**config.mk**
```make
export PLATFORM = sky130hd
export DESIGN_NAME = fp_add_scheduler
export DESIGN_NICKNAME = d
export VERILOG_FILES = /design/src/rtl/fp_add_scheduler_pkg.sv /design/src/rtl/fp_add_scheduler_rr_arbiter.sv /design/src/rtl/fp_add_scheduler.sv
export SDC_FILE = /design/constraint.sdc
export NUM_CORES = 1
export LEC_CHECK = 0
export ABC_AREA = 1
export CAP_MARGIN = 5
export CORE_AREA = 3 3 152 154
export CTS_CLUSTER_SIZE = 14
export DETAILED_ROUTE_END_ITERATION = 8
export DIE_AREA = 0 0 155 157
export PLACE_DENSITY = 0.69
export SLEW_MARGIN = 15
export SYNTH_ARGS = -nofsm -noshare
export SYNTH_HDL_FRONTEND = slang
export SYNTH_HIERARCHICAL = 1
export SYNTH_SLANG_ARGS = --single-unit
```
**constraint.sdc**
```tcl
create_clock -name clk -period 2.8 [get_ports clk]
set_input_delay 0.56 -clock clk [delete_from_list [all_inputs] [get_ports clk]]
set_output_delay 0.56 -clock clk [all_outputs]
set_load 0.05 [all_outputs]
```
**src/rtl/fp_add_scheduler_pkg.sv**
```systemverilog
// Shared types and constants for the fp32 adder scheduling block.
package fp_add_scheduler_pkg;

  localparam int unsigned FP_W     = 32;
  // Tag id sized for the largest supported requester count (8).
  localparam int unsigned TAG_ID_W = 3;

  typedef enum logic [1:0] {
    ST_RUN   = 2'd0,
    ST_DRAIN = 2'd1,
    ST_DONE  = 2'd2,
    ST_HOLD  = 2'd3
  } sched_state_e;

  typedef struct packed {
    logic                valid;
    logic [TAG_ID_W-1:0] id;
  } tag_t;

endpackage

```
**src/rtl/fp_add_scheduler_rr_arbiter.sv**
```systemverilog
// Round-robin arbiter: search starts one past the pointer and wraps.
module rr_arbiter #(
  parameter int unsigned N_REQ = 4,
  parameter int unsigned IDX_W = $clog2(N_REQ)
) (
  input  logic [N_REQ-1:0] req,
  input  logic [IDX_W-1:0] ptr,
  output logic [N_REQ-1:0] gnt_c,
  output logic [IDX_W-1:0] gnt_idx_c,
  output logic             gnt_any_c
);

  logic [IDX_W-1:0] cand;

  // First requester found walking ptr+1, ptr+2, ... modulo N_REQ wins.
  always_comb begin
    gnt_c     = '0;
    gnt_idx_c = '0;
    gnt_any_c = 1'b0;
    cand      = '0;
    for (int unsigned i = 1; i <= N_REQ; i++) begin
      cand = IDX_W'((32'(ptr) + i) % N_REQ);
      if (!gnt_any_c && req[cand]) begin
        gnt_c[cand] = 1'b1;
        gnt_idx_c   = cand;
        gnt_any_c   = 1'b1;
      end
    end
  end

endmodule

```
**src/rtl/fp_add_scheduler.sv**
```systemverilog
// Shares one pipelined fp32 adder among N_REQ requesters, tags results with
// the requester id and supports a drain handshake to empty the pipeline.
module fp_add_scheduler
  import fp_add_scheduler_pkg::*;
#(
  parameter int unsigned N_REQ   = 4,
  parameter int unsigned ADD_LAT = 5
) (
  input  logic                     clk,
  input  logic                     rst,
  input  logic [N_REQ-1:0]         req_valid,
  input  logic [N_REQ*FP_W-1:0]    req_a,
  input  logic [N_REQ*FP_W-1:0]    req_b,
  output logic [N_REQ-1:0]         req_ready,
  output logic [FP_W-1:0]          add_a,
  output logic [FP_W-1:0]          add_b,
  input  logic [FP_W-1:0]          add_result,
  output logic                     resp_valid,
  output logic [$clog2(N_REQ)-1:0] resp_id,
  output logic [FP_W-1:0]          resp_data,
  input  logic                     drain,
  output logic                     drain_done,
  output logic                     busy
);

  localparam int unsigned ID_W      = $clog2(N_REQ);
  localparam int unsigned TAG_DEPTH = ADD_LAT + 1;

  sched_state_e    state_q, state_d;
  logic [ID_W-1:0] ptr_q, ptr_d;
  tag_t            tag_q [TAG_DEPTH];
  tag_t            tag_d [TAG_DEPTH];
  logic [FP_W-1:0] add_a_q, add_a_d, add_b_q, add_b_d;
  logic [FP_W-1:0] resp_data_q, resp_data_d;
  logic [ID_W-1:0] resp_id_q, resp_id_d;
  logic            resp_valid_q, resp_valid_d;
  logic            drain_done_q, drain_done_d;
  logic            busy_q, busy_d;

  logic [N_REQ-1:0] arb_gnt_c;
  logic [ID_W-1:0]  arb_idx_c;
  logic             arb_any_c;
  logic             issue_en_c;
  logic             xfer_c;
  logic             tags_live_c;

  rr_arbiter #(
    .N_REQ (N_REQ),
    .IDX_W (ID_W)
  ) u_arb (
    .req       (req_valid),
    .ptr       (ptr_q),
    .gnt_c     (arb_gnt_c),
    .gnt_idx_c (arb_idx_c),
    .gnt_any_c (arb_any_c)
  );

  // Grants only in RUN with no drain request and not in reset.
  always_comb begin
    issue_en_c = (state_q == ST_RUN) && !drain && !rst;
    req_ready  = issue_en_c ? arb_gnt_c : '0;
    xfer_c     = issue_en_c && arb_any_c;
  end

  // Any issued operation still travelling through the tag pipeline.
  always_comb begin
    tags_live_c = 1'b0;
    for (int unsigned k = 0; k < TAG_DEPTH; k++) begin
      tags_live_c = tags_live_c | tag_q[k].valid;
    end
  end

  // Operand issue, tag shift, response capture and busy tracking.
  always_comb begin
    ptr_d   = xfer_c ? arb_idx_c : ptr_q;
    add_a_d = '0;
    add_b_d = '0;
    if (xfer_c) begin
      add_a_d = req_a[32'(arb_idx_c)*FP_W +: FP_W];
      add_b_d = req_b[32'(arb_idx_c)*FP_W +: FP_W];
    end
    tag_d[0].valid = xfer_c;
    tag_d[0].id    = TAG_ID_W'(arb_idx_c);
    for (int unsigned k = 1; k < TAG_DEPTH; k++) begin
      tag_d[k] = tag_q[k-1];
    end
    resp_valid_d = tag_q[ADD_LAT].valid;
    resp_id_d    = ID_W'(tag_q[ADD_LAT].id);
    resp_data_d  = tag_q[ADD_LAT].valid ? add_result : resp_data_q;
    busy_d       = resp_valid_d;
    for (int unsigned k = 0; k < TAG_DEPTH; k++) begin
      busy_d = busy_d | tag_d[k].valid;
    end
  end

  // Drain sequencing; drain_done is raised on the edge entering DONE.
  always_comb begin
    state_d      = state_q;
    drain_done_d = 1'b0;
    case (state_q)
      ST_RUN: begin
        if (drain) state_d = ST_DRAIN;
      end
      ST_DRAIN: begin
        if (!tags_live_c && !resp_valid_q) begin
          state_d      = ST_DONE;
          drain_done_d = 1'b1;
        end
      end
      ST_DONE: begin
        state_d = drain ? ST_HOLD : ST_RUN;
      end
      ST_HOLD: begin
        if (!drain) state_d = ST_RUN;
      end
      default: state_d = ST_RUN;
    endcase
  end

  // State registers; reset discards anything in flight.
  always_ff @(posedge clk) begin
    if (rst) begin
      state_q      <= ST_RUN;
      ptr_q        <= ID_W'(N_REQ - 1);
      add_a_q      <= '0;
      add_b_q      <= '0;
      resp_valid_q <= 1'b0;
      resp_id_q    <= '0;
      resp_data_q  <= '0;
      drain_done_q <= 1'b0;
      busy_q       <= 1'b0;
      for (int unsigned k = 0; k < TAG_DEPTH; k++) begin
        tag_q[k] <= '0;
      end
    end else begin
      state_q      <= state_d;
      ptr_q        <= ptr_d;
      add_a_q      <= add_a_d;
      add_b_q      <= add_b_d;
      resp_valid_q <= resp_valid_d;
      resp_id_q    <= resp_id_d;
      resp_data_q  <= resp_data_d;
      drain_done_q <= drain_done_d;
      busy_q       <= busy_d;
      for (int unsigned k = 0; k < TAG_DEPTH; k++) begin
        tag_q[k] <= tag_d[k];
      end
    end
  end

  assign add_a      = add_a_q;
  assign add_b      = add_b_q;
  assign resp_valid = resp_valid_q;
  assign resp_id    = resp_id_q;
  assign resp_data  = resp_data_q;
  assign drain_done = drain_done_q;
  assign busy       = busy_q;

endmodule

```
Yosys cells after proc, flatten, opt, wreduce, memory -nomap -nowiden
Memories as Yosys holds them, arrays and structs flattened.
Index checks and enable logic that the tools add are counted.
- flip-flop bits (word level): 105
- RAM bits: 24
- input port bits: 295
- output and inout bits: 105
- word-level logic and storage cells: 118
- memories kept: 1
- $add $sub $neg: 4
- magnitude comparators: 8
- eq/ne operators: 6
- shift-type cells: 2
- mux-type cells: 44
- bitwise logic cells: 22
- reduce and logical (&&, ||, !) cells: 22
- memories (name ; depth ; width ; rd ports ; clocked after Yosys merged registers in ; write ports ; RTL line ; source):
    tag_q ; 6 ; 4 ; 6 ; 0 ; 6 ; fp_add_scheduler.sv:31 ; tag_t tag_q [TAG_DEPTH];
- operators by type and width (cell ; count):
    $shiftx A128 B8 Y32 ; 2
    $mux W4 ; 11
    $or A1 B1 Y1 ; 17
    $mux W1 ; 16
    $mux W2 ; 8
    $lt A2 B3 Y1 const B ; 4
    $or A4 B4 Y4 ; 3
    $logic_and A1 B1 Y1 ; 11
    $bmux W1 S2 ; 4
    $demux W1 S2 ; 4
    $ge A2 B1 Y1 const B ; 4
    $pmux W2 S4 ; 1
    $logic_not A1 Y1 ; 7
    $ne A2 B2 Y1 const B ; 3
    $add A2 B1 Y2 const B ; 2
    $add A2 B2 Y2 const B ; 2
    $eq A2 B2 Y1 const B ; 2
    $reduce_or A2 Y1 ; 2
    $reduce_and A3 Y1 ; 1
    $eq A2 B1 Y1 const B ; 1
    $logic_not A2 Y1 ; 1
    $not A1 Y1 ; 2

Longest topological paths before layout
- depth in word-level cells: 20
- gate-level depth with buffers: 16
- mapped depth without buffers: 14

Cells and area by module
Netlist, hierarchy kept.
- by module, submodules not included (module ; instances ; cells each ; area an instance (sq um) ; seq. area each (sq um)):
    fp_add_scheduler ; 1 ; 994 ; 6097.1 ; 2462.4
    rr_arbiter ; 1 ; 74 ; 457.9 ; 0.0

Least setup slack after synthesis
OpenSTA, ideal clock, no wires.
- path kind: register to output
- start: reg ptr_q[0]
- end: out req_ready[0]
- data arrival time: 2159 ps
- path slack: 81 ps
- cell stages (with the launch flop): 11
- cells stage by stage: dfxtp_1 > inv_2 > ha_1 > inv_1 > nand2_2 > nand2_2 > nor2_2 > a21oi_1 > nand3_1 > inv_1 > nor2_1
- cells in the longest elaborated chain, start to end: 14
- ends and longest elaborated chain (item ; RTL line ; source):
    from (decl) ; fp_add_scheduler.sv:30 ; logic [ID_W-1:0] ptr_q, ptr_d;
    from (signal assigned) ; fp_add_scheduler.sv:124 ; ptr_q <= ID_W'(N_REQ - 1);
    from (signal assigned) ; fp_add_scheduler.sv:137 ; ptr_q <= ptr_d;
    branches (longest 12 deep; another with $lt A2 B3 Y1) ; n/a ;
    $mux W4 (*) ; fp_add_scheduler_rr_arbiter.sv:23 ; if (!gnt_any_c && req[cand]) begin
    named net arb_gnt_c[0] ; fp_add_scheduler.sv:40 ; logic [N_REQ-1:0] arb_gnt_c;
    $mux W4 (*) ; fp_add_scheduler.sv:61 ; req_ready = issue_en_c ? arb_gnt_c : '0;
    to (decl) ; fp_add_scheduler.sv:14 ; output logic [N_REQ-1:0] req_ready,
Mark *: on every way through the listed nets, which the timed path passes. The select of a mux whose other input is x is not followed.

Worst setup path in the final report
- start: in req_valid[2]
- end: out req_ready[3]
- cells in the longest elaborated chain, start to end: 13
- ends and longest elaborated chain (item ; RTL line ; source):
    from (decl) ; fp_add_scheduler.sv:11 ; input logic [N_REQ-1:0] req_valid,
    $bmux W1 S2 ; fp_add_scheduler_rr_arbiter.sv:23 ;
    $mux W1 (implied by the code) ; fp_add_scheduler_rr_arbiter.sv:23 ;
    $mux W1 ; fp_add_scheduler_rr_arbiter.sv:23 ;
    $logic_not A1 Y1 ; fp_add_scheduler_rr_arbiter.sv:23 ;
    $logic_and A1 B1 Y1 ; fp_add_scheduler_rr_arbiter.sv:23 ;
    $mux W1 ; fp_add_scheduler_rr_arbiter.sv:23 ;
    $logic_not A1 Y1 ; fp_add_scheduler_rr_arbiter.sv:23 ;
    $logic_and A1 B1 Y1 ; fp_add_scheduler_rr_arbiter.sv:23 ;
    $mux W1 ; fp_add_scheduler_rr_arbiter.sv:23 ;
    $logic_not A1 Y1 ; fp_add_scheduler_rr_arbiter.sv:23 ;
    $logic_and A1 B1 Y1 ; fp_add_scheduler_rr_arbiter.sv:23 ;
    $mux W4 (*) ; fp_add_scheduler_rr_arbiter.sv:23 ;
    named net arb_gnt_c[3] ; fp_add_scheduler.sv:40 ;
    $mux W4 (*) ; fp_add_scheduler.sv:61 ;
Mark *: on every way through the listed nets, which the timed path passes. The rest lies on a longest branch. The select of a mux whose other input is x is not followed.

==> metrics <==
placement row count 54; worst flop-to-flop path endpoint add_a[16]$_SDFF_PP0_; mean number of vias per cell 4.49; clock root cell sky130_fd_sc_hd__clkbuf_16; Worst Hold Path EP tag_q[1][0]$_SDFF_PP0_; result of the run complete, no violations; die extent in y 157 um; share of the clock period used by the worst path 94.5%; Starting Density 30.0%; TritonCTS clock tree built; Avg WL per Cell 15.5 um; count of input and output buffers 399; maximum clock rate 378 MHz; register area share after synthesis 37.6%; die width 155 um; Max rail drop VDD 0.380 mV; slack of the critical path 0.154 ns; transition at the pin with the smallest max-transition slack 0.630 ns; category of the critical setup timing path input port to primary output; post-synthesis instance total 1068; vias in the first global route 7548; Syn. warnings 6; smallest hold slack 0.398 ns; non-filler cells, final 1749; most frequent cells in the layout sky130_fd_sc_hd__nand2_1 (405), sky130_fd_sc_hd__clkdlybuf4s50_1 (395), sky130_fd_sc_hd__inv_1 (157); number of CTS-inserted buffers 17; worst slack, placed -0.000844 ns; number of nets in the finished design 1755; crit start category input port; final WL 27.1 mm; half-perimeter wire length of the detailed placement result 21.0 mm; min cycle time layout 2.65 ns; Req. time, crit path 2.24 ns; Hold WC Path Type register to register; number of cells on the worst reg-to-reg path 14; overall track demand over capacity in global routing 21.2%; Syn Nets 1371; DRC marker count from the first detailed-route iteration 459; Pwr Density 599 nW/um^2; number of top-level design ports 400; pin count of the biggest net entering global routing 61; overflow left after global routing 0; startpoint of the most critical hold path tag_q[0][0]$_SDFF_PP0_; number of search-and-repair iterations in the first detailed-routing pass 6; initial antenna violation count 0; first-pass GRT wire length 40.4 mm; post-synthesis area per instance 6.14 sq um; arrival time at the worst endpoint 2.09 ns; Routed Antenna Nets 0; setup slack of the most critical reg-to-reg path 0.47 ns; CTS HTree Levels 4; later-pin clock latency in the skew report 0.42 ns; post-detailed-route DRC marker count 0; vias 7851; number of max-cap violations 0; overall power consumption 6.95 mW; Final setup violation count 0; crit path capture type primary output; Slew Viols, Final 0; crit-path max FO 5; clock slew at the register clock pins of the worst setup and hold paths 0.06 ns; Clock Skew 0.0102 ns; register bit total from synthesis 123; maximum buffer depth of the clock tree 2; total of hold buffers inserted after clock tree synthesis 0; Netlist cell types 26; Final Hold Viols 0; CTS Sinks 123; reg2reg start ptr_q[0]$_SDFFE_PP1P_; number of cells on the worst hold path 2; floorplan die area 24300 sq um; Area Overhead vs Synth 77.0%; weighted congestion at the end of routability-driven global placement 0.923; setup repair after global routing missed its margin no; Layout Utilization 53.2%; synthesized cell area 6560 sq um; share of post-route cells with drive strength above 1 7.51%; placeable core region 21800 sq um; Cell Count Post-Placement 1713; headroom to the max-slew limit 57.9%; most common library cell in the layout ignoring fill and taps sky130_fd_sc_hd__nand2_1; leak pwr 5.49 nW
-- how the worst max path moves through the flow --
stage	slack, ns	start	to
floorplan	0.08	ptr_q[0]$_SDFFE_PP1P_	req_ready[0]
global placement	0.04	req_valid[1]	add_a[10]$_SDFF_PP0_
detailed placement	-0.0008	req_valid[1]	add_a[10]$_SDFF_PP0_
CTS	0.006	ptr_q[0]$_SDFFE_PP1P_	req_ready[0]
global route	0.03	req_valid[2]	req_ready[3]
finish	0.15	req_valid[2]	req_ready[3]
-- routing by layer --
layer  vias to the layer above  wire length (um)  share of wire (%)  GRT usage (%)
met5                         -                 0                  0              0
met4                         0               629                2.3           7.32
met3                        44              2420                8.9           7.23
met2                       308             13800                 51           38.0
met1                      3509             10300                 38           23.5
li1                       3990                 -                  -              -
-- worst max-delay path: stages --
cell,delay (ns)
sky130_fd_sc_hd__clkdlybuf4s50_1,0.42
sky130_fd_sc_hd__inv_1,0.06
sky130_fd_sc_hd__nand2_1,0.07
sky130_fd_sc_hd__nand2_1,0.09
sky130_fd_sc_hd__inv_1,0.05
sky130_fd_sc_hd__nor2_2,0.12
sky130_fd_sc_hd__buf_4,0.15
sky130_fd_sc_hd__nand4_1,0.11
sky130_fd_sc_hd__nand3_1,0.10
sky130_fd_sc_hd__inv_1,0.05
sky130_fd_sc_hd__nor2_2,0.14
sky130_fd_sc_hd__buf_12,0.15
-- metrics by stage --
step                setup TNS (ns)  area (sq um)
floorplan                        0          6560
global placement                 0         11000
detailed placement       -0.000844         11000
CTS                              0         11600
global route                     0         11600
finish                           0         11600
-- cells in the mapped netlist, drive strengths merged --
| master | instances | area [sq um] |
|---|---|---|
| inv | 165 | 622 |
| buf | 42 | 225 |
| nand4 | 8 | 50.1 |
| nand2 | 411 | 1560 |
| nor3 | 1 | 5.00 |
| a31oi | 1 | 6.26 |
| o21ai | 33 | 165 |
| a21boi | 4 | 30.0 |
| nor2 | 99 | 398 |
| nand3 | 84 | 430 |
| a21oi | 71 | 430 |
| clkbuf | 18 | 67.6 |
| dfxtp | 123 | 2460 |
| ha | 8 | 100 |
-- state kept, by name, summed over array words and instances, names as in the netlist --
name and cells:
add_a 32, add_b 32, resp_data 32, tag_q 18, ptr_q 2, resp_id 2, state_q 2, busy 1
drain_done 1, resp_valid 1
-- layout make-up --
type                    count  area [sq um]
diodes                      4          10.0
multi-input cells         720          3230
inverters                 165           627
flip-flops and latches    123          2460
clock buffers              17           425
repair buffers            425          4340
well taps                 280           350
fillers                  2133         10200
clock inverters            15           149
-- what timing repair did --
item | 4_1_cts | 5_1_grt
hold endpoints to repair | 0 | 0
resized for setup | 4 | 5
endpoints found under the setup margin | 4 | 4
buffers inserted | 0 | 0
pin swaps | 0 | 0
-- where the power goes --
part	leakage, nW	switching (mW)	internal, mW
Clock	0.278	0.958	1.18
Sequential	0.999	0.0390	1.88
Combinational	4.21	1.74	1.15
Total	5.49	2.74	4.21
-- kinds of logic (layout without fill, tap and decap cells) --
logic type | Yosys count | count (layout) | synth area share (%)
adder cells (fa/ha/maj) | 8 | 8 | 1.53
buffers and inverters | 225 | 622 | 14.0
AO/OA/AOI/OAI | 109 | 109 | 9.64
flip-flops | 123 | 123 | 37.6
AND/OR/NAND/NOR | 603 | 603 | 37.3
other | 0 | 4 | 0
No activity file was read; power rests on OpenSTA's default activity.
